[src/rtl/impl_mon_pkg.sv]
// Shared definitions for the implication monitor: the DELAY limit, a
// DELAY legality check, and the status bundle read by debug register blocks.
package impl_mon_pkg;

  localparam int DELAY_MAX = 16;

  // Counter width used by the status bundle typedef below.
  localparam int STATUS_CNT_W = 8;

  // True when the antecedent-to-consequent distance is one the pipe supports.
  function automatic bit delay_is_legal(input int delay);
    return (delay >= 1) && (delay <= DELAY_MAX);
  endfunction

  // Status bundle for debug register blocks: sticky flag plus failure count.
  typedef struct packed {
    logic                    sticky;
    logic [STATUS_CNT_W-1:0] fail_count;
  } impl_mon_status_t;

endpackage

[src/rtl/impl_mon_sat_cnt.sv]
// Saturating up-counter with synchronous reset and clear. It holds at
// all-ones instead of wrapping, so a long burst of events never reads as few.
module impl_mon_sat_cnt
  import impl_mon_pkg::*;
#(
  parameter int W = 8
) (
  input  logic         CLK,
  input  logic         RESET,
  input  logic         CLEAR,
  input  logic         INC,
  output logic [W-1:0] Q
);

  // Reset and clear win over an increment; the count sticks at its maximum.
  always_ff @(posedge CLK) begin
    if (RESET) begin
      Q <= '0;
    end else if (CLEAR) begin
      Q <= '0;
    end else if (INC && (Q != {W{1'b1}})) begin
      Q <= Q + 1'b1;
    end
  end

endmodule

[src/rtl/implication_monitor.sv]
// Run-time checker for "ANTE |-> ##DELAY CONS".
// Every enabled antecedent enters a DELAY-deep obligation pipe; when it
// reaches the end, CONS is checked on that edge. Failures give a one-cycle
// FAIL pulse, a sticky flag and a saturating count.
// Optional build macro: IMPL_MON_COVER_EN adds the MATCH_COUNT port and
// its saturating match counter.
module implication_monitor
  import impl_mon_pkg::*;
#(
  parameter int DELAY = 1,
  parameter int CNT_W = 8
) (
  input  logic             CLK,
  input  logic             RESET,
  input  logic             EN,
  input  logic             ANTE,
  input  logic             CONS,
  input  logic             CLEAR,
  output logic             PENDING,
  output logic             FAIL,
  output logic             FAIL_STICKY,
  output logic [CNT_W-1:0] FAIL_COUNT
`ifdef IMPL_MON_COVER_EN
  ,
  output logic [CNT_W-1:0] MATCH_COUNT
`endif
);

  // An out-of-range DELAY cannot be built, so stop elaboration.
  if (!delay_is_legal(DELAY)) begin : g_bad_delay
    $error("implication_monitor: DELAY must be in 1..16");
  end

  logic [DELAY-1:0] pipe;
  logic             due;
  logic             fail_now;
  logic             match_now;

  assign due       = pipe[DELAY-1];
  assign fail_now  = due & ~CONS;
  assign match_now = due & CONS;
  assign PENDING   = |pipe;

  // Obligation pipe: each enabled antecedent is an independent bit shifted toward maturity.
  always_ff @(posedge CLK) begin
    if (RESET) begin
      pipe <= '0;
    end else begin
      for (int i = DELAY - 1; i > 0; i--) begin
        pipe[i] <= pipe[i-1];
      end
      pipe[0] <= EN & ANTE;
    end
  end

  // Failure pulse follows the maturing obligation; CLEAR deliberately does not mask it.
  always_ff @(posedge CLK) begin
    if (RESET) begin
      FAIL <= 1'b0;
    end else begin
      FAIL <= fail_now;
    end
  end

  // Sticky flag latches the first failure and only drops on CLEAR or RESET.
  always_ff @(posedge CLK) begin
    if (RESET || CLEAR) begin
      FAIL_STICKY <= 1'b0;
    end else if (fail_now) begin
      FAIL_STICKY <= 1'b1;
    end
  end

  impl_mon_sat_cnt #(.W(CNT_W)) u_fail_cnt (
    .CLK   (CLK),
    .RESET (RESET),
    .CLEAR (CLEAR),
    .INC   (fail_now),
    .Q     (FAIL_COUNT)
  );

`ifdef IMPL_MON_COVER_EN
  impl_mon_sat_cnt #(.W(CNT_W)) u_match_cnt (
    .CLK   (CLK),
    .RESET (RESET),
    .CLEAR (CLEAR),
    .INC   (match_now),
    .Q     (MATCH_COUNT)
  );
`else
  logic unused_match;
  assign unused_match = match_now;
`endif

endmodule

[config.mk]
export PLATFORM = sky130hd
export DESIGN_NAME = implication_monitor
export DESIGN_NICKNAME = d
export VERILOG_FILES = /design/src/rtl/impl_mon_pkg.sv /design/src/rtl/impl_mon_sat_cnt.sv /design/src/rtl/implication_monitor.sv
export SDC_FILE = /design/constraint.sdc
export NUM_CORES = 1
export LEC_CHECK = 0
export ABC_AREA = 1
export CAP_MARGIN = 20
export CORE_UTILIZATION = 39
export CTS_CLUSTER_DIAMETER = 100
export CTS_CLUSTER_SIZE = 14
export DETAILED_ROUTE_END_ITERATION = 10
export GPL_TIMING_DRIVEN = 0
export HOLD_SLACK_MARGIN = 0.12
export PLACE_DENSITY = 0.75
export REMOVE_ABC_BUFFERS = 1
export SLEW_MARGIN = 25
export SYNTH_ARGS = -nofsm -noshare
export SYNTH_HDL_FRONTEND = slang
export SYNTH_HIERARCHICAL = 1
export SYNTH_SLANG_ARGS = --single-unit
[constraint.sdc]
create_clock -name CLK -period 1.2 [get_ports CLK]
set_clock_uncertainty 0.2 [all_clocks]
set_input_delay 0.12 -clock CLK [delete_from_list [all_inputs] [get_ports CLK]]
set_output_delay 0.12 -clock CLK [all_outputs]
set_load 0.03 [all_outputs]
* Word level (Yosys, flattened, before mapping)
Index checks and enable logic that the tools add are counted.
** Storage, ports and cells
- Register bits :: 11
- Latch bits :: 0
- Memories kept :: 0
- Memory bits (writable) :: 0
- Memory bits (read-only) :: 0
- Input bits :: 6
- Output and inout bits :: 11
** Cells by class
- Shifts and indexed selects :: 0
- Div/mod/pow operators :: 0
- Muxes and demuxes :: 0
- Multipliers :: 0
- Reduce and logical (&&, ||, !) cells :: 3
- Equality and inequality tests :: 1
- Order comparisons :: 0
- $add $sub $neg :: 1
- Bitwise operators :: 3
** Operator list (number)
- $add A8 B1 Y8 const B :: 1
- $ne A8 B8 Y1 const B :: 1
- $and A1 B1 Y1 :: 2
- $reduce_or A2 Y1 :: 1
- $logic_and A1 B1 Y1 :: 1
- $logic_or A1 B1 Y1 :: 1
- $not A1 Y1 :: 1

* Logic depth before layout (Yosys ltp)
- Depth after elaboration :: 3
- Mapped depth :: 8
- Mapped depth without buffers :: 8

* Modules after synthesis
The synthesis kept the hierarchy.
** Modules (own cells, without submodules)
- impl_mon_sat_cnt :: sequential area each 160.2 µm², cells each 73, area each 460.4 µm², instances 1
- implication_monitor :: sequential area each 60.1 µm², cells each 14, area each 108.9 µm², instances 1

* Least setup slack after synthesis
No wires, ideal clock.
- Path kind :: reg2reg
- From :: register u_fail_cnt.Q[0]
- To :: register u_fail_cnt.Q[0]
- Setup time :: 116 ps
- Period minus slack after synthesis :: 1580 ps
- Path buffers :: 0
- Slack :: -380 ps
- Arrival time :: 1264 ps
- Data required time :: 884 ps
- Cell stages (with the launch flop) :: 7
- Cells stage by stage :: dfxtp_1 -> ha_1 -> nand2_1 -> inv_2 -> nand3_4 -> a21oi_1 -> nor2_1
** Between the ends
- Word-level cells in the longest chain between the ends :: 2
- Elaborated cells on any way between the ends :: 3
- Those cells by class :: add/sub: 1; eq/ne: 1; reduce/logical: 1
** Ends and longest elaborated chain
- start: declaration :: RTL line impl_mon_sat_cnt.sv:12 : output logic [W-1:0] Q
- start signal: assignment :: RTL line impl_mon_sat_cnt.sv:22 : Q <= Q + 1'b1;
- parallel branches: the longest is 2 deep, another holds $add A8 B1 Y8
Parallel ways; which one is timed is not known.
A chain may end at the register's enable or synchronous reset.

* Worst setup path after layout
- From :: register u_fail_cnt.Q[1]
- To :: register u_fail_cnt.Q[7]
The elaborated chain is that of the path after synthesis.

==> impl_summary.txt <==
----------------------------------------------------
[Flow run]
  Number of maximum-capacitance violations ... 0

[Floorplanning]
  Initial cell density of the core ... 42.7%
  I/O pin count ... 17
  Die area ... 1620 um2
  Die W ... 40.2 um
  Die Y ... 40.2 um
  Number of rows in the core area ... 13
  Placeable core area ... 1330 um2

[Clocking]
  Clock Sink Count ... 11
  Clock latency at the later pin of the worst-skew pair ... 0.27 ns
  CTS buffer count ... 3
  Root Driver ... clkbuf_4
  Clock slew seen by the registers of the worst setup and hold paths ... 0.08 ns
  Maximum level of the CTS H-tree ... 1
  CTS tree ... yes
  Maximum buffer depth of the clock tree ... 2

[STA]
  Setup repair after global routing missed its margin ... yes
  Post-route clock period utilization ... 108%
  Min Clock Period, post-route ... 1.29 ns
  Number of endpoints with negative hold slack in the final report ... 0
  Number of slew-limit violations in the final report ... 0
  Top achievable clock speed ... 0.774 GHz
  Final hold slack ... 0.166 ns
  Total setup violations reported at the end of the flow ... 8
  Sum of negative setup slack ... -0.610 ns
  Worst max-slew margin expressed relative to the limit ... 79.1%
  Smallest setup slack after layout ... -0.0922 ns
  Actual transition at the worst max-transition pin ... 0.313 ns

[Routing]
  Number of vias in the routed layout ... 632
  DR DRC count ... 0
  Remaining antenna violation count after routing ... 0
  Wirelength per Cell ... 11.9 um
  Via-to-Cell Ratio ... 4.90
  Drt pass-1 iters ... 4
  Starting DRC count in detailed routing ... 6
  Overall routed net length ... 1.54 mm

[Setup path]
  Peak fanout along the critical path ... 5
  Arrival time worst endpoint ... 1.26 ns
  Reg-to-reg endpoint ... u_fail_cnt/Q[7]$_SDFFE_PP0P_
  Setup CP Type ... flip-flop to flip-flop
  Launching element of the worst setup path ... u_fail_cnt/Q[1]$_SDFFE_PP0P_
  Cell repeated most along the worst path ... nor2_1
  Setup slack of the most critical reg-to-reg path ... -0.09 ns
  Crit path cell chain ... ha_4 -> nand2_4 -> inv_6 -> nand3_4 -> nand2_2 -> nor2_1 -> nor2_1
  Type of origin of the critical path ... flip-flop
  Critical Path Max Stage Delay ... 0.37 ns
  Library cell contributing the largest single delay on the critical path ... dfxtp_4
  Element type at the critical path end ... flip-flop
  Data required, critical path ... 1.16 ns
  Number of cells on the worst reg-to-reg path ... 7
  Launch point of the worst reg-to-reg path ... u_fail_cnt/Q[1]$_SDFFE_PP0P_

[Worst hold path]
  Hold Path End ... PENDING$_SDFF_PP0_
  Classification of the worst-slack hold path ... input port to flip-flop
  Hold_sp ... ANTE
  Hold Crit Depth ... 3

[Global route]
  Total Routing Usage GR ... 22.3%
  Overall overflow remaining after global route ... 0
  Via count of the first global-routing pass ... 531
  First-pass GRT wire length ... 2.27 mm
  Maximum number of pins on one net before global-route repair ... 9
  Antenna violations before repair ... 0

[Layout]
  FF+latch area ... 239 um2
  Post-layout nets ... 122
  Number of fill cells ... 111
  Final Non-Filler Cells ... 129
  Number of diodes added for antenna fixing ... 0
  Fraction of layout cells with a size suffix above 1 ... 43.0%
  Synth-to-Final Area Change ... 58.5%
  Area of the multi-input gates ... 367 um2
  Core utilization of the finished layout ... 67.6%

[Yosys]
  Mean area per synthesized cell ... 6.54 um2
  Post-synth top flop ... dfxtp_1
  YS warnings ... 6
  Leading area contributor after synthesis ... dfxtp_1
  Gate count of the mapped netlist ... 87
  Synth unique cells ... 15
  Share of Yosys cell area claimed by the top area cell type ... 38.7%
  Most common library cells after synthesis ... nand2_1, nor2_1, dfxtp_1, inv_1, nand3_1
  Most frequent cell after synthesis ... nand2_1
  Number of enable flip-flop cells after synthesis ... 0
  Top cells by area in the synthesized netlist ... dfxtp_1, nand2_1, nor2_1
  Register bit total from synthesis ... 11
  Cell Area, Synth ... 569 um2
  Synth async-reset ratio ... 0%
  Sequential fraction of the synthesis area ... 38.7%

[Power]
  Leakage power figure ... 0.400 nW
  Largest voltage drop on the vdd net ... 0.840 mV
  Cell area power density ... 765 nW/um2

[Outcome]
  Violations in the final reports ... negative setup slack
  Outcome ... finished, violations left

[Placement]
  Count of buffers from port buffering ... 16
  Post-DP HPWL ... 868 um
  Placed insts ... 117
  DP Worst Slack ... -0.471 ns
  RD Place Congestion ... 0.711

----------------------------------------------------
==> how the worst max path moves through the flow <==
stage,endpoint,depth (start not counted)
2_1_floorplan,u_fail_cnt/Q[0]$_SDFFE_PP0P_,6
3_3_place_gp,u_fail_cnt/Q[3]$_SDFFE_PP0P_,9
3_5_place_dp,u_fail_cnt/Q[3]$_SDFFE_PP0P_,9
4_1_cts,u_fail_cnt/Q[6]$_SDFFE_PP0P_,7
5_1_grt,u_fail_cnt/Q[2]$_SDFFE_PP0P_,6
6_report,u_fail_cnt/Q[7]$_SDFFE_PP0P_,7
==> per-stage QoR <==
step	power [W]	instance area (um2)
floorplan	0.000412	566
finish	0.000690	902
detailed placement	0.000443	744
CTS	0.000704	880
global placement	0.000442	744
global route	0.000736	902
==> final cells by class <==
class	instances	area share [%]
Tap cell	15	2.08
Timing Repair Buffer	23	20.9
Multi-Input combinational cell	62	40.6
Clock inverter	1	0.555
Inverter	14	6.80
Sequential cell	11	26.5
Clock buffer	3	2.50
==> critical path: cells and delay by family (launching register included) <==
kind | cells | cell delay [ns]
adder cells (fa/ha/maj) | 1 | 0.17
buffers and inverters | 1 | 0.05
AND/OR/NAND/NOR | 5 | 0.39
flip-flops | 1 | 0.37
==> state kept, by name (all words and copies together) (netlist names) <==
name,flops
u_fail_cnt/Q,8
FAIL,1
FAIL_STICKY,1
PENDING,1
==> cells in the final DEF, fill, tap and decap left out, drive strengths merged <==
cell type	count
nand2	22
nor2	18
buf	16
inv	13
nand3	11
dfxtp	11
a21oi	7
clkbuf	5
clkdlybuf4s50	5
o21ai	2
clkinvlp	1
clkinv	1
nand4	1
ha	1
==> where the power goes <==
group / leakage [nW] / switching (W) / internal (W)
clock network: 0.0177 / 0.000134 / 0.000123
logic: 0.289 / 0.0000356 / 0.0000329
registers: 0.0936 / 0.00000393 / 0.000361
==> layer usage <==
layer / part of all wire, % / wire (um) / global-route usage [%]
met2: 54 / 834 / 39.1
met5: 0 / 0 / 0
met4: 0.71 / 11 / 5.00
met1: 40 / 611 / 24.1
met3: 5.5 / 84 / 10.6
==> cells by family (layout without fill, tap and decap cells) <==
family | after synthesis | in the layout | share of synthesized area (%)
and+or+nand+nor | 51 | 52 | 40.7
buffers and inverters | 15 | 41 | 9.89
DFF | 11 | 11 | 38.7
AOI/OAI and AO/OA | 9 | 9 | 8.57
adders and majority gates | 1 | 1 | 2.20
==> what timing repair did <==
item	CTS	global route
setup buffers	7	0
resized for setup	83	11
setup endpoints to repair	19	15
hold buffers	0	0
gates cloned	1	0
pin swaps	11	5
Note: power is estimated with default switching activity, not from simulation.
